### src/rtl/wb_div_pkg.sv
// Shared definitions for the Wishbone divider initiator: register map,
// status bit position and the sequencing FSM encoding.
package wb_div_pkg;

   localparam logic [7:0] DVD  = 8'h00;
   localparam logic [7:0] DVS  = 8'h04;
   localparam logic [7:0] CTRL = 8'h08;
   localparam logic [7:0] STAT = 8'h0C;
   localparam logic [7:0] QUO  = 8'h10;
   localparam logic [7:0] REM  = 8'h14;

   localparam int STAT_DONE_BIT = 0;

   typedef enum logic [2:0] {
      S_IDLE,
      S_WR_DVD,
      S_WR_DVS,
      S_WR_CTRL,
      S_RD_STAT,
      S_RD_QUO,
      S_RD_REM,
      S_FIN
   } state_e;

   function automatic logic [7:0] reg_ofs(input state_e s);
      case (s)
         S_WR_DVD:  return DVD;
         S_WR_DVS:  return DVS;
         S_WR_CTRL: return CTRL;
         S_RD_STAT: return STAT;
         S_RD_QUO:  return QUO;
         S_RD_REM:  return REM;
         default:   return 8'h00;
      endcase
   endfunction

   function automatic logic is_xfer(input state_e s);
      return (s != S_IDLE) && (s != S_FIN);
   endfunction

   function automatic logic is_write(input state_e s);
      return (s == S_WR_DVD) || (s == S_WR_DVS) || (s == S_WR_CTRL);
   endfunction

endpackage

### src/rtl/wb_single_xfer.sv
// One Wishbone classic transfer: holds stb until ack or timeout, then forces
// a single idle gap cycle before the next request can launch.
module wb_single_xfer #(
   parameter int WBW            = 32,
   parameter int TIMEOUT_CYCLES = 255
) (
   input  logic             clk_i,
   input  logic             reset_ni,
   input  logic             req_i,
   input  logic             we_i,
   input  logic [WBW-1:0]   adr_i,
   input  logic [WBW-1:0]   wdata_i,
   output logic             ok_o,
   output logic             timeout_o,
   output logic [WBW-1:0]   rdata_o,
   output logic             wbm_cyc_o,
   output logic             wbm_stb_o,
   output logic             wbm_we_o,
   output logic [WBW/8-1:0] wbm_sel_o,
   output logic [WBW-1:0]   wbm_adr_o,
   output logic [WBW-1:0]   wbm_dat_o,
   input  logic [WBW-1:0]   wbm_dat_i,
   input  logic             wbm_ack_i
);

   localparam int TW = $clog2(TIMEOUT_CYCLES + 1);

   logic           cyc_q, cyc_d;
   logic           we_q, we_d;
   logic [WBW-1:0] adr_q, adr_d;
   logic [WBW-1:0] dat_q, dat_d;
   logic [TW-1:0]  tmo_q, tmo_d;

   assign ok_o      = cyc_q & wbm_ack_i;
   assign timeout_o = cyc_q & ~wbm_ack_i & (tmo_q == TW'(TIMEOUT_CYCLES - 1));
   assign rdata_o   = wbm_dat_i;

   // A request is only taken while cyc is low, so the cycle after an ack
   // is always an idle gap even if the caller keeps req_i high.
   always_comb begin
      cyc_d = cyc_q;
      we_d  = we_q;
      adr_d = adr_q;
      dat_d = dat_q;
      tmo_d = tmo_q;
      if (!cyc_q) begin
         if (req_i) begin
            cyc_d = 1'b1;
            we_d  = we_i;
            adr_d = adr_i;
            dat_d = we_i ? wdata_i : '0;
            tmo_d = '0;
         end
      end else if (ok_o || timeout_o) begin
         cyc_d = 1'b0;
         we_d  = 1'b0;
         adr_d = '0;
         dat_d = '0;
         tmo_d = '0;
      end else begin
         tmo_d = tmo_q + 1'b1;
      end
   end

   always_ff @(posedge clk_i or negedge reset_ni) begin
      if (!reset_ni) begin
         cyc_q <= 1'b0;
         we_q  <= 1'b0;
         adr_q <= '0;
         dat_q <= '0;
         tmo_q <= '0;
      end else begin
         cyc_q <= cyc_d;
         we_q  <= we_d;
         adr_q <= adr_d;
         dat_q <= dat_d;
         tmo_q <= tmo_d;
      end
   end

   assign wbm_cyc_o = cyc_q;
   assign wbm_stb_o = cyc_q;
   assign wbm_we_o  = we_q;
   assign wbm_sel_o = {(WBW/8){cyc_q}};
   assign wbm_adr_o = adr_q;
   assign wbm_dat_o = dat_q;

endmodule

### src/rtl/wb_div_initiator.sv
// Drives the memory-mapped divider over Wishbone: write operands, go, poll
// status, read quotient and remainder, with timeout and poll-limit aborts.
module wb_div_initiator
   import wb_div_pkg::*;
#(
   parameter int             WBW            = 32,
   parameter int             XLEN           = 32,
   parameter logic [WBW-1:0] BASE_ADR       = 32'h3000_0000,
   parameter int             TIMEOUT_CYCLES = 255,
   parameter int             MAX_POLLS      = 64
) (
   input  logic             clk_i,
   input  logic             reset_ni,
   input  logic             start_i,
   input  logic [XLEN-1:0]  dividend_i,
   input  logic [XLEN-1:0]  divisor_i,
   output logic             busy_o,
   output logic             done_o,
   output logic             err_o,
   output logic [XLEN-1:0]  quotient_o,
   output logic [XLEN-1:0]  remainder_o,
   output logic             wbm_cyc_o,
   output logic             wbm_stb_o,
   output logic             wbm_we_o,
   output logic [WBW/8-1:0] wbm_sel_o,
   output logic [WBW-1:0]   wbm_adr_o,
   output logic [WBW-1:0]   wbm_dat_o,
   input  logic [WBW-1:0]   wbm_dat_i,
   input  logic             wbm_ack_i
);

   localparam int PW = $clog2(MAX_POLLS + 1);

   state_e          state_q, state_d;
   logic [XLEN-1:0] dvd_q, dvd_d;
   logic [XLEN-1:0] dvs_q, dvs_d;
   logic [XLEN-1:0] quo_q, quo_d;
   logic [XLEN-1:0] rem_q, rem_d;
   logic            err_q, err_d;
   logic            done_q, done_d;
   logic            busy_q, busy_d;
   logic [PW-1:0]   poll_q, poll_d;

   logic            x_req, x_we, x_ok, x_tmo;
   logic [WBW-1:0]  x_adr, x_wdata, x_rdata;
   logic            stat_done, last_poll;

   assign stat_done = x_rdata[STAT_DONE_BIT];
   assign last_poll = (poll_q == PW'(MAX_POLLS - 1));

   always_ff @(posedge clk_i or negedge reset_ni) begin
      if (!reset_ni) state_q <= S_IDLE;
      else           state_q <= state_d;
   end

   always_comb begin
      state_d = state_q;
      case (state_q)
         S_IDLE: if (start_i) state_d = S_WR_DVD;
         S_FIN:  state_d = S_IDLE;
         default: begin
            if (x_tmo) begin
               state_d = S_FIN;
            end else if (x_ok) begin
               case (state_q)
                  S_WR_DVD:  state_d = S_WR_DVS;
                  S_WR_DVS:  state_d = S_WR_CTRL;
                  S_WR_CTRL: state_d = S_RD_STAT;
                  S_RD_STAT: begin
                     if (stat_done)      state_d = S_RD_QUO;
                     else if (last_poll) state_d = S_FIN;
                  end
                  S_RD_QUO:  state_d = S_RD_REM;
                  S_RD_REM:  state_d = S_FIN;
                  default:   state_d = state_q;
               endcase
            end
         end
      endcase
   end

   // Requests are derived from the next state so the first write launches on
   // the start edge and each follow-on launches right at the end of the gap.
   always_comb begin
      dvd_d   = dvd_q;
      dvs_d   = dvs_q;
      quo_d   = quo_q;
      rem_d   = rem_q;
      err_d   = err_q;
      busy_d  = busy_q;
      poll_d  = poll_q;
      done_d  = 1'b0;

      if (state_q == S_IDLE && start_i) begin
         dvd_d  = dividend_i;
         dvs_d  = divisor_i;
         quo_d  = '0;
         rem_d  = '0;
         err_d  = 1'b0;
         busy_d = 1'b1;
         poll_d = '0;
      end

      if (x_tmo) begin
         err_d = 1'b1;
         quo_d = '0;
         rem_d = '0;
      end else if (x_ok) begin
         case (state_q)
            S_RD_STAT: begin
               if (!stat_done) begin
                  poll_d = poll_q + 1'b1;
                  if (last_poll) err_d = 1'b1;
               end
            end
            S_RD_QUO: quo_d = x_rdata[XLEN-1:0];
            S_RD_REM: rem_d = x_rdata[XLEN-1:0];
            default:  ;
         endcase
      end

      if (state_d == S_FIN && state_q != S_FIN) begin
         done_d = 1'b1;
         busy_d = 1'b0;
      end

      x_req   = is_xfer(state_d);
      x_we    = is_write(state_d);
      x_adr   = BASE_ADR + WBW'(reg_ofs(state_d));
      x_wdata = '0;
      case (state_d)
         S_WR_DVD:  x_wdata = WBW'(dvd_d);
         S_WR_DVS:  x_wdata = WBW'(dvs_d);
         S_WR_CTRL: x_wdata = WBW'(1);
         default:   ;
      endcase
   end

   always_ff @(posedge clk_i or negedge reset_ni) begin
      if (!reset_ni) begin
         dvd_q  <= '0;
         dvs_q  <= '0;
         quo_q  <= '0;
         rem_q  <= '0;
         err_q  <= 1'b0;
         done_q <= 1'b0;
         busy_q <= 1'b0;
         poll_q <= '0;
      end else begin
         dvd_q  <= dvd_d;
         dvs_q  <= dvs_d;
         quo_q  <= quo_d;
         rem_q  <= rem_d;
         err_q  <= err_d;
         done_q <= done_d;
         busy_q <= busy_d;
         poll_q <= poll_d;
      end
   end

   wb_single_xfer #(
      .WBW            (WBW),
      .TIMEOUT_CYCLES (TIMEOUT_CYCLES)
   ) u_xfer (
      .clk_i     (clk_i),
      .reset_ni  (reset_ni),
      .req_i     (x_req),
      .we_i      (x_we),
      .adr_i     (x_adr),
      .wdata_i   (x_wdata),
      .ok_o      (x_ok),
      .timeout_o (x_tmo),
      .rdata_o   (x_rdata),
      .wbm_cyc_o (wbm_cyc_o),
      .wbm_stb_o (wbm_stb_o),
      .wbm_we_o  (wbm_we_o),
      .wbm_sel_o (wbm_sel_o),
      .wbm_adr_o (wbm_adr_o),
      .wbm_dat_o (wbm_dat_o),
      .wbm_dat_i (wbm_dat_i),
      .wbm_ack_i (wbm_ack_i)
   );

   assign busy_o      = busy_q;
   assign done_o      = done_q;
   assign err_o       = err_q;
   assign quotient_o  = quo_q;
   assign remainder_o = rem_q;

endmodule

### config.mk
export PLATFORM = sky130hd
export DESIGN_NAME = wb_div_initiator
export DESIGN_NICKNAME = d
export VERILOG_FILES = /design/src/rtl/wb_div_pkg.sv /design/src/rtl/wb_single_xfer.sv /design/src/rtl/wb_div_initiator.sv
export SDC_FILE = /design/constraint.sdc
export NUM_CORES = 1
export LEC_CHECK = 0
export CORE_UTILIZATION = 40
export CTS_CLUSTER_DIAMETER = 100
export CTS_CLUSTER_SIZE = 20
export DETAILED_ROUTE_END_ITERATION = 6
export MAX_ROUTING_LAYER = met4
export PLACE_DENSITY = 0.76
export SLEW_MARGIN = 5
export SYNTH_ARGS = -nofsm -noshare
export SYNTH_HDL_FRONTEND = slang
export SYNTH_HIERARCHICAL = 1
export SYNTH_SLANG_ARGS = --single-unit
export TNS_END_PERCENT = 1
### constraint.sdc
create_clock -name clk_i -period 4 [get_ports clk_i]
set_clock_uncertainty 0.2 [all_clocks]
set_input_delay 0.4 -clock clk_i [delete_from_list [all_inputs] [get_ports clk_i]]
set_output_delay 0.4 -clock clk_i [all_outputs]
set_load 0.03 [all_outputs]
Word-level counts from Yosys, hierarchy flattened. Cells that the tools add are included.

Add/sub/neg operators: 3. Equal/unequal tests: 19. Muxes and demuxes: 48. Bitwise logic cells: 4. Reductions and logical operators: 11.

Operator list (count): $mux W32 (16); $pmux W32 S3 (1); $mux W7 (5); $add A30 B8 Y31 const A (1); $pmux W5 S5 (1); $eq A3 B3 Y1 const B (8); $mux W8 (3); $pmux W3 S6 (1); $mux W1 (15); $mux W3 (5); $eq A3 B2 Y1 const B (4); $add A8 B1 Y8 const B (1); $eq A8 B8 Y1 const B (1); $add A7 B1 Y7 const B (1); $eq A7 B6 Y1 const B (1); $eq A3 B1 Y1 const B (2); $ne A3 B3 Y1 const B (2); $pmux W3 S2 (1); $reduce_bool A2 Y1 (2); $and A1 B1 Y1 (3); $logic_and A1 B1 Y1 (3); $logic_not A3 Y1 (1); $logic_or A1 B1 Y1 (3); $reduce_bool A3 Y1 (1); 3 further kinds (3).

Flip-flop bits (word level): 215. Input port bits: 100. Output and inout bits: 138. Word-level logic and storage cells: 99.

Longest topological paths before layout. Gate-level depths: netlist of run 1.

Word-level depth: 13. Depth in mapped cells: 15. Gate-level depth less buffers: 12.

Hierarchy. The synthesis of run 1 kept the hierarchy.

By module, submodules not included: wb_div_initiator (times used 1, cells each 556, area an instance 6353.6 um^2, seq. area each 3528.4 um^2); wb_single_xfer (times used 1, cells each 412, area an instance 3802.4 um^2, seq. area each 1851.8 um^2).

Least setup slack after synthesis of run 1. No wires, ideal clock.

Kind: register to register. Start point: register u_xfer.cyc_q, in the netlist u_xfer/wbm_cyc_o. End point: register u_xfer.adr_q[10], in the netlist u_xfer/wbm_adr_o[10]. Setup time: 0.134 ns. Arrival: 3.076 ns. Required time: 3.666 ns. Slack: 0.590 ns. Cell stages (with the launch flop): 15. Path buffers: 6. Clock period less this slack: 3.410 ns. Cell sequence: dfrtp_1 -> clkbuf_1 -> clkbuf_1 -> and2_1 -> buf_2 -> nor2b_1 -> o311ai_2 -> o21ai_2 -> buf_6 -> and3_4 -> nor2_1 -> buf_2 -> buf_2 -> mux2i_1 -> o21ai_0.

Elaborated cells between the ends (all ways): 22. Those cells by class: 1 x add/sub; 7 x eq/ne; 6 x mux; 3 x bitwise; 5 x reduce/logical.

RTL lines: from (decl) (line wb_single_xfer.sv:28) `logic cyc_q, cyc_d;`; from (signal assigned) (line wb_single_xfer.sv:73) `cyc_q <= cyc_d;`; $and A1 B1 Y1 * (line wb_single_xfer.sv:34) `assign ok_o = cyc_q & wbm_ack_i;`; via x_ok (line wb_div_initiator.sv:44) `logic x_req, x_we, x_ok, x_tmo;`; $mux W3 * (line wb_div_initiator.sv:64) `end else if (x_ok) begin`; $mux W3 * (line wb_div_initiator.sv:62) `if (x_tmo) begin`; $pmux W3 S2 * (line wb_div_initiator.sv:58) `case (state_q)`; $ne A3 B3 Y1 / $reduce_bool A3 Y1 (equally long branches) (line wb_div_pkg.sv:38) `return (s != S_IDLE) && (s != S_FIN);`; $logic_and A1 B1 Y1 * (line wb_div_pkg.sv:38); via x_req (line wb_div_initiator.sv:44); $reduce_bool A2 Y1 (no line) *; $reduce_and A2 Y1 (no line) *; to (signal assigned) (line wb_single_xfer.sv:75) `adr_q <= adr_d;`; to (decl) (line wb_single_xfer.sv:30) `logic [WBW-1:0] adr_q, adr_d;`.

Mark *: on every way through the listed nets, which the timed path passes. The rest lies on a longest branch. The select of a mux whose other input is x is not followed. A chain may end at the register's enable or synchronous reset.

Final worst setup path of run 1.
Start point: register u_xfer.tmo_q[0]. End point: register u_xfer.dat_q[13], in the netlist u_xfer/wbm_dat_o[13].

Elaborated cells between the ends (all ways): 20. Those cells by class: 6 x eq/ne; 6 x mux; 1 x bitwise; 7 x reduce/logical.

RTL lines: from (decl) (line wb_single_xfer.sv:32) `logic [TW-1:0] tmo_q, tmo_d;`; from (signal assigned) (line wb_single_xfer.sv:77) `tmo_q <= tmo_d;`; $eq A8 B8 Y1 * (line wb_single_xfer.sv:35) `assign timeout_o = cyc_q & ~wbm_ack_i & (tmo_q == TW'(TIMEOUT_CYCLES - 1));`; $and A1 B1 Y1 * (line wb_single_xfer.sv:35); via x_tmo (line wb_div_initiator.sv:44); $mux W3 * (line wb_div_initiator.sv:62); $pmux W3 S2 * (line wb_div_initiator.sv:58); via state_d[1] (line wb_div_initiator.sv:34) `state_e state_q, state_d;`; $ne A3 B3 Y1 / $reduce_bool A3 Y1 (equally long branches) (line wb_div_pkg.sv:38); $logic_and A1 B1 Y1 * (line wb_div_pkg.sv:38); via x_req (line wb_div_initiator.sv:44); $reduce_bool A2 Y1 (no line) *; $reduce_and A2 Y1 (no line) *; to (signal assigned) (line wb_single_xfer.sv:76) `dat_q <= dat_d;`; to (decl) (line wb_single_xfer.sv:31) `logic [WBW-1:0] dat_q, dat_d;`.

Marked as above.

==> flow_summary.yaml, run 1 <==
die:
  start_util_pct: 41.3
  io_pins: 238
  fp.dieArea_um2: 26000
  die_w_um: 161
  die_h_um: 161
  core_um2: 24600
  fp-row-count: 57
setup_path:
  path_cells: "inv_1 -> ha_1 -> nand3_1 -> nor3_2 -> nor2_1 -> o21ai_0 -> o311a_1 -> and3_4 -> nor2_4 -> inv_1 -> buf_12 -> a21oi_1 -> o21ai_0"
  r2r_slack_ns: 0.67
  reg2regPathDepth: 13
  worstSetupPathType: "reg -> reg"
  cpPeakStageDelay_ns: 0.53
  timing.rr.start: "u_xfer/tmo_q[0]"
  cp-startpoint: "u_xfer/tmo_q[0]"
  cp_max_fo: 26
  crit_end: "u_xfer/wbm_dat_o[13]"
  required_ns: 4.19
  cpMaxStageDelayCell: "nor3_2"
  arrival_ns: 3.52
  setup.worst_path.end_class: "flop"
  rr_endpoint: "u_xfer/wbm_dat_o[13]"
  cp-start-kind: "flop"
pwr:
  powerDensity_nw_per_um2: 680
  combPwrFrac_pct: 47.8
  p_int_mw: 5.15
  power_frac_clock_pct: 15.8
  p_switching_mw: 3.67
  p_seq_share_pct: 36.5
  irDropWorstVdd_uv: 435
  power.leakage_nw: 5.83
  netSwitchingFraction_pct: 41.6
  p_total_mw: 8.82
global_route:
  grtUsageTotal_pct: 20.7
  antenna_found_initial: 1
  grt_max_degree: 81
  grt_overflow_total: 0
  grt_pass1_wl_mm: 41.9
  grt_pass1_vias: 7778
final_layout:
  instances_no_fill: 1485
  drive_gt1_share_pct: 10.9
  syn_to_final_growth_pct: 27.6
  finalNetCount: 1262
  fillers: 2208
  fin_area_um2: 13000
routing:
  drc_errors: 0
  routedWlPerCell_um: 17.5
  num_vias: 7692
  dr.pass1.iters: 5
  via_per_inst: 5.18
  drt-initial-drc-count: 556
  ant_nets: 0
  wl_mm: 26.0
timing:
  max_freq_mhz: 300
  relSlewSlack_pct: 45.8
  hold_viol_final: 0
  rsz0062_at_grt: "no"
  period_share_pct: 83.3
  slew_viol_final: 0
  fin_setup_tns_ns: 0
  worst_pin_slew_ns: 0.812
  setup_viol: 0
  min_period_ns: 3.33
synth:
  synthArstFlopShare_pct: 100
  synth.avg_cell_area_um2: 10.5
  ys_seq_area_share_pct: 53.0
  synthCells: 968
  synthTopCellsByArea: "dfrtp_1, mux2i_1, a22oi_1, o21ai_0, mux2_2"
  synth_most_common_cell: "dfrtp_1"
  syn_area_um2: 10200
  synth_ff_type: "dfrtp_1"
  ys_types: 54
  synth_edf_count: 0
  ys_ff_latch: 215
  ys_top_cells_by_count: "dfrtp_1, nand2_1, nor2_1, o21ai_0, mux2i_1"
  synth_top_area_share_pct: 53.0
  ys_warn_count: 6
  yosys.area.top_type: "dfrtp_1"
clock_network:
  tritoncts: "done"
  cts-root-buf: "clkbuf_16"
  clockBufferDepth: 3
  post_cts_buffers: 0
  clock_latency_ns: 0.48
  cts.sinks: 215
  cts-resized-gates: 0
  clkSlewWorstSetupHoldPaths_ns: 0.08
  cts_buffers: 14
  htree_num_levels: 1
flow_run:
  drv_cap: 0
placed_design:
  port_buffers: 237
  place_inst: 1466
  dp_hpwl_mm: 17.4
  gp_congestion: 0.796
  dpl_cell_area_um2: 12600
hold_path:
  holdCritPathClass: "reg -> reg"
status:
  status: "finished clean"
[critical path: cells and delay by family, from the launching register on]
family          cells  cell delay, ns
simple gates        5            1.14
compound gates      4            0.75
buf+inv             3            0.57
flops               1            0.43
fa+ha+maj           1            0.14
[cells by family (layout without fill, tap and decap cells)]
kind of cell	Yosys count	count (layout)	synth area share (%)
and+or+nand+nor	266	266	13.1
AOI/OAI and AO/OA	235	235	14.5
DFF	215	215	53.0
buffers and inverters	145	310	8.53
muxes	98	98	10.1
xor gates and xnor gates	4	4	0.345
adders and majority gates	3	3	0.370
other	2	30	0.0739
[routing by layer]
| metal | track usage, % | routed length (um) |
|---|---|---|
| met4 | 5.53 | 620 |
| met1 | 27.2 | 11300 |
| met5 | - | 0 |
| met2 | 32.9 | 12600 |
| met3 | 3.54 | 1590 |
[sequential cells by signal (all words and copies together), names as in the netlist]
register and count:
dvd_q 32, u_xfer/tmo_q 8, poll_q 7, u_xfer/wbm_dat_o 32, remainder_o 32, quotient_o 32, state_q 3, u_xfer/wbm_cyc_o 1
dvs_q 32, busy_o 1, err_o 1, u_xfer/wbm_adr_o 32, done_o 1, u_xfer/wbm_we_o 1
[power by group through the flow]
stage          sequential, mW  combinational [mW]  clock, mW
2_1_floorplan            3.76                2.40          0
3_3_place_gp             3.23                4.18          0
3_5_place_dp             3.25                4.25          0
4_1_cts                  3.22                4.25       1.45
5_1_grt                  3.30                4.55       1.53
6_report                 3.22                4.21       1.39
[stage by stage]
| stage | util (%) | hold WS (ns) | worst slack [ns] |
|---|---|---|---|
| after detailed placement | 51.1 | 0.230 | 0.513 |
| after global routing | 52.7 | 0.324 | 0.364 |
| final | 52.7 | 0.284 | 0.667 |
| after CTS | 52.7 | 0.283 | 0.694 |
| after global placement | 51.1 | 0.237 | 0.629 |
| after floorplan | - | -0.0956 | 0.590 |
[layout by cell type, fill, tap and decap left out, types with 20 or more instances in the layout]
cell and instances:
a22oi_1 64, inv_1 36, mux2i_1 65, nor2_1 77, o21ai_2 20, nand2_1 82, a21oi_1 43, dfrtp_1 214
conb_1 29, nand3_2 20, mux2_2 32, clkdlybuf4s50_1 236, o21ai_0 77, and3_1 33, nand3_1 21
[worst min-delay path by stage]
stage / slack, ns / from / end / cells after the start
final: 0.28 / poll_q[5] / poll_q[5] / 1
after detailed placement: 0.23 / reset_ni / dvd_q[15] / 1
after global placement: 0.24 / reset_ni / dvd_q[14] / 1
after floorplan: -0.1 / reset_ni / busy_o / 0
after global routing: 0.32 / dvd_q[8] / dvd_q[8] / 1
after CTS: 0.28 / poll_q[5] / poll_q[5] / 1
[final cells by class]
cell class	instances	area [um2]	share of cell area, %
repair buffers	256	2580	19.9
well taps	324	405	3.13
multi-input cells	635	4060	31.3
diodes	1	2.50	0.0193
inverters	37	139	1.07
clock inverters	1	7.51	0.0579
flip-flops and latches	215	5380	41.5
clock buffers	16	379	2.92
[timing repair]
action / CTS / global route
setup endpoints to repair: 0 / 0
endpoints found under the hold margin: 77 / 0
hold buffers: 1 / 0
Note: power is estimated with default switching activity, not from simulation.
==> run 2, diff against run 1 <==
--- a/config.mk
+++ b/config.mk
@@ -10,7 +10,7 @@
 export CTS_CLUSTER_SIZE = 20
 export DETAILED_ROUTE_END_ITERATION = 6
 export MAX_ROUTING_LAYER = met4
-export PLACE_DENSITY = 0.76
+export PLACE_DENSITY = 0.79
 export SLEW_MARGIN = 5
 export SYNTH_ARGS = -nofsm -noshare
 export SYNTH_HDL_FRONTEND = slang
==> constraint.sdc (replaced) <==
create_clock -name clk_i -period 2.85 [get_ports clk_i]
set_clock_uncertainty 0.2 [all_clocks]
set_input_delay 0.285 -clock clk_i [delete_from_list [all_inputs] [get_ports clk_i]]
set_output_delay 0.285 -clock clk_i [all_outputs]
set_load 0.03 [all_outputs]
==> run 2 against run 1 <==
  * The run now ends with setup timing left
  * Non-clock buffer count grew 57
  * Flip-flop and latch count is the same
  * Worst hold slack lost 0.12 ns
  * Sequential share of layout area shrank 2.1 points
  * Final cell count grew 3.8%
  * Largest cell class unchanged
  * Critical path type unchanged
  * Power grew 50%
  * Die area is the same
  * Core utilization grew 2.8 points
  * Clock power grew 44%
  * Highest routed layer unchanged
  * Critical path depth grew 3
  * Clock-buffer cell count is the same
==> flow_summary.yaml, run 2 (synthesis results as in run 1) <==
pwr:
  p_total_mw: 13.3
  powerDensity_nw_per_um2: 971
  irDropWorstVdd_uv: 541
  power.leakage_nw: 6.20
setup_path:
  setup.worst_path.end_class: "flop"
  cpMaxStageDelayCell: "dfrtp_1"
  path_cells: "inv_1 -> ha_2 -> nand3_2 -> nor3_2 -> buf_4 -> nor2_1 -> o21ai_1 -> o311a_1 -> buf_6 -> and3_4 -> nor2_4 -> buf_6 -> buf_16 -> and3_1 -> a21oi_2 -> o21ai_0"
  required_ns: 2.97
  cp_max_fo: 18
  cpPeakStageDelay_ns: 0.39
  arrival_ns: 3.00
  r2r_slack_ns: -0.03
  path_buf_inv: 5
  cp-start-kind: "flop"
  critPathTopFamily: "simple AND/OR/NAND/NOR gates"
  worstSetupPathType: "reg -> reg"
  crit_path_frequent_cell: "buf_6"
routing:
  drc_errors: 0
  via_per_inst: 5.27
  ant_nets: 0
  wl_mm: 27.8
  dr.pass1.iters: 5
  routedWlPerCell_um: 18.0
  drt-initial-drc-count: 726
  num_vias: 8129
global_route:
  grt_pass1_vias: 8110
  grt_max_degree: 75
  grt_overflow_total: 0
  grtUsageTotal_pct: 21.6
  antenna_found_initial: 0
  grt_pass1_wl_mm: 43.7
clock_network:
  cts-root-buf: "clkbuf_16"
  tritoncts: "done"
  clockBufferDepth: 3
  cts.sinks: 215
  clock_latency_ns: 0.48
  cts_buffers: 14
  htree_num_levels: 1
  clkSlewWorstSetupHoldPaths_ns: 0.08
die:
  die_w_um: 161
  die_h_um: 161
  fp.dieArea_um2: 26000
  core_um2: 24600
  fp-row-count: 57
  io_pins: 238
  start_util_pct: 41.3
placed_design:
  dp_hpwl_mm: 19.0
  place_inst: 1513
  port_buffers: 237
  gp_congestion: 0.826
  pre_cts_ws_ns: -0.576
hold_path:
  holdCritPathClass: "in -> async"
timing:
  slew_viol_final: 0
  whs_ns: 0.168
  period_share_pct: 101
  fin_setup_tns_ns: -0.134
  worst_pin_slew_ns: 0.723
  worst_slack_ns: -0.0262
  setup_viol: 11
  relSlewSlack_pct: 51.8
  hold_viol_final: 0
  max_freq_mhz: 348
  min_period_ns: 2.88
  rsz0062_at_grt: "yes"
final_layout:
  instances_no_fill: 1542
  drive_gt1_share_pct: 16.4
  finalNetCount: 1320
  syn_to_final_growth_pct: 34.5
  fillers: 2086
  final_common_cell: "clkdlybuf4s50_1"
  insertedDiodeCount: 0
  final_cell_mix: "clkdlybuf4s50_1, dfrtp_1, nand2_1"
status:
  violations: "setup timing"
  status: "finished, violations left"
flow_run:
  drv_cap: 0
## run 2: changes by cell type in the layout (fill, tap and decap cells not counted), sizes merged
cell,previous run,this run
nor2,82,83
diode,1,0
buf,19,76
clkinv,0,1
clkinvlp,1,0
## run 2: area by class of cell
class / count / area, um2 / area share [%]
clock buffer: 16 / 389 / 2.85
clock inverter: 1 / 5.00 / 0.0366
inverter: 37 / 139 / 1.02
multi-input combinational: 636 / 4140 / 30.3
sequential: 215 / 5380 / 39.4
tap: 324 / 405 / 2.97
timing repair buffer: 313 / 3210 / 23.5
## run 2: path summary, 6_finish.rpt
| path | start | endpoint | depth (start not counted) |
|---|---|---|---|
| max | u_xfer/tmo_q[0] | u_xfer/wbm_dat_o[1] | 16 |
| min | reset_ni | u_xfer/wbm_dat_o[4] | 2 |
| max reg2reg | u_xfer/tmo_q[0] | u_xfer/wbm_dat_o[1] | 16 |
| min reg2reg | dvs_q[25] | dvs_q[25] | 2 |
| max in group asynchronous | reset_ni | quotient_o[9] | 3 |
| min in group clk_i | divisor_i[30] | dvs_q[30] | 3 |
## run 2: repair_timing
action,4_1_cts,5_1_grt
setup endpoints to repair,68,73
hold buffers,1,0
pin swaps,4,7
gates cloned,2,0
setup buffers,8,1
resized for setup,21,20
endpoints found under the hold margin,69,0
## run 2: per-layer routing
layer  part of all wire, %  GRT usage [%]
met5                     0              -
met4                   2.3           4.16
met3                   6.1           4.03
met2                    48           35.6
met1                    43           27.9
## run 2: power by group
group          total, mW  switching, mW  internal, mW
sequential          4.48          0.504          3.98
combinational       6.79           3.94          2.85
clock               2.00           1.03         0.970
total               13.3           5.48          7.80
## run 2: per-stage QoR
step	instance area, um2	utilization (%)
finish	13700	55.5
global route	13700	55.5
CTS	13600	55.3
detailed placement	13100	53.1
global placement	13100	53.1
floorplan	10300	-
==> run 3, diff against run 2 <==
--- a/config.mk
+++ b/config.mk
@@ -6,7 +6,7 @@
 export NUM_CORES = 1
 export LEC_CHECK = 0
 export CORE_UTILIZATION = 40
-export CTS_CLUSTER_DIAMETER = 100
+export CTS_CLUSTER_DIAMETER = 60
 export CTS_CLUSTER_SIZE = 20
 export DETAILED_ROUTE_END_ITERATION = 6
 export MAX_ROUTING_LAYER = met4
==> run 3 against run 2 <==
  * The run still ends with setup timing left
  * Combinational power increased by 5.0%
  * Core utilization increased by 2.4 points
  * Fmax decreased by 2.4%
  * Worst hold slack lost 0.044 ns
  * Sequential power about the same
  * Largest cell class unchanged
==> flow_summary.yaml, run 3 (synthesis results as in run 1) <==
clock_network:
  htree_num_levels: 1
  cts.sinks: 215
  tritoncts: "done"
  clockBufferDepth: 3
  clock_latency_ns: 0.51
  cts-root-buf: "clkbuf_16"
  clkSlewWorstSetupHoldPaths_ns: 0.08
  cts_buffers: 20
final_layout:
  syn_to_final_growth_pct: 40.3
  drive_gt1_share_pct: 19.7
  final_cell_mix: "clkdlybuf4s50_1, dfrtp_1, nand2_1"
  final_common_cell: "clkdlybuf4s50_1"
  final_util_pct: 57.9
  finalNetCount: 1331
  insertedDiodeCount: 0
setup_path:
  cp-start-kind: "flop"
  timing.rr.start: "u_xfer/tmo_q[0]"
  cp_max_fo: 8
  worstSetupPathType: "reg -> reg"
  reg2regPathDepth: 14
  r2r_slack_ns: -0.1
  rr_endpoint: "u_xfer/wbm_adr_o[6]"
  required_ns: 3.00
  setup.worst_path.end_class: "flop"
  arrival_ns: 3.10
pwr:
  power.leakage_nw: 6.44
  irDropWorstVdd_uv: 517
  p_total_mw: 14.7
  powerDensity_nw_per_um2: 1030
global_route:
  grt_overflow_total: 0
  grt_max_degree: 75
  met1_usage_pct: 28.1
  grt_pass1_wl_mm: 44.2
  grt.busiest_layer: "met2"
  antenna_found_initial: 0
  grtUsageMet2_pct: 35.9
  grtUsageTotal_pct: 21.9
  grtUsageMet3_pct: 4.26
  grt_pass1_vias: 8205
routing:
  via_per_inst: 5.29
  num_vias: 8286
  dr.pass1.iters: 5
  routedWlPerCell_um: 18.5
  wl_mm: 28.9
  ant_nets: 0
  drc_errors: 0
  drt-initial-drc-count: 637
hold_path:
  holdCritPathClass: "in -> async"
timing:
  slew_viol_final: 0
  setup_viol: 40
  hold_viol_final: 0
  worst_slack_ns: -0.0980
  period_share_pct: 103
  worst_pin_slew_ns: 0.713
  rsz0062_at_grt: "yes"
  fin_setup_tns_ns: -1.14
  relSlewSlack_pct: 52.5
  max_freq_mhz: 339
  min_period_ns: 2.95
flow_run:
  drv_cap: 0
placed_design:
  gp_congestion: 0.826
  port_buffers: 237
  dp_hpwl_mm: 19.0
  pre_cts_ws_ns: -0.576
die:
  die_h_um: 161
  start_util_pct: 41.3
  fp.dieArea_um2: 26000
  core_um2: 24600
  die_w_um: 161
  fp-row-count: 57
  io_pins: 238
status:
  violations: "setup timing"
  status: "finished, violations left"
## run 3: cell count changes in the layout (fill, tap and decap cells not counted), sizes merged
| cell | before | now |
|---|---|---|
| clkbuf | 16 | 26 |
| inv | 37 | 44 |
| buf | 76 | 78 |
| bufinv | 0 | 2 |
| clkinv | 1 | 3 |
| clkinvlp | 0 | 1 |
## run 3: what timing repair did
item	4_1_cts	5_1_grt
endpoints found under the hold margin	69	0
endpoints found under the setup margin	70	72
pin swaps	4	9
resized for setup	12	61
gates cloned	2	4
setup buffers	5	5
hold buffers	1	0
## run 3: worst max-delay path by stage
stage | startpoint | endpoint | slack [ns] | cells past startpoint
6_report | u_xfer/tmo_q[0] | u_xfer/wbm_adr_o[6] | -0.1 | 14
5_1_grt | u_xfer/tmo_q[0] | u_xfer/wbm_dat_o[5] | -0.30 | 16
4_1_cts | u_xfer/tmo_q[0] | u_xfer/wbm_dat_o[4] | -0.06 | 15
3_5_place_dp | wbm_ack_i | u_xfer/wbm_dat_o[22] | -0.58 | 12
3_3_place_gp | wbm_ack_i | u_xfer/wbm_dat_o[4] | -0.44 | 12
2_1_floorplan | u_xfer/wbm_cyc_o | u_xfer/wbm_adr_o[12] | -0.11 | 14
## run 3: final cells by class
type | instances | area [um2]
clock buffer | 23 | 553
inverter | 37 | 141
multi-input combinational | 636 | 4250
tap | 324 | 405
timing repair buffer | 318 | 3320
fill | 1989 | 10400
clock inverter | 13 | 195
sequential | 215 | 5380
## run 3: layer usage
metal	vias up	wire, um
met5	-	0
met4	0	671
met3	42	1830
met2	305	14200
met1	4100	12300
li1	3839	-
## run 3: worst max-delay path, stage by stage, from the launching register on
cell and delay, ns:
dfrtp_1 0.35, inv_1 0.05, ha_2 0.19, nand3_4 0.09, nor3_4 0.05, buf_6 0.15, buf_4 0.13, o311ai_2 0.33
o21ai_4 0.15, and3_4 0.19, nor2_4 0.24, clkbuf_16 0.22, buf_12 0.12, mux2i_1 0.21, o21ai_0 0.11
## run 3: stage by stage
step	cell area [um2]	hold WS, ns	instances
detailed placement	13100	0.0948	1513
global route	14200	0.174	1566
CTS	13900	0.162	1557
global placement	13100	0.0911	1513
finish	14200	0.125	1566
floorplan	10300	-0.211	995
## run 3: report_power, final
| group | switching (mW) | internal [mW] |
|---|---|---|
| Sequential | 0.516 | 3.98 |
| Clock | 1.36 | 1.66 |
| Combinational | 4.08 | 3.05 |
| Total | 5.96 | 8.69 |
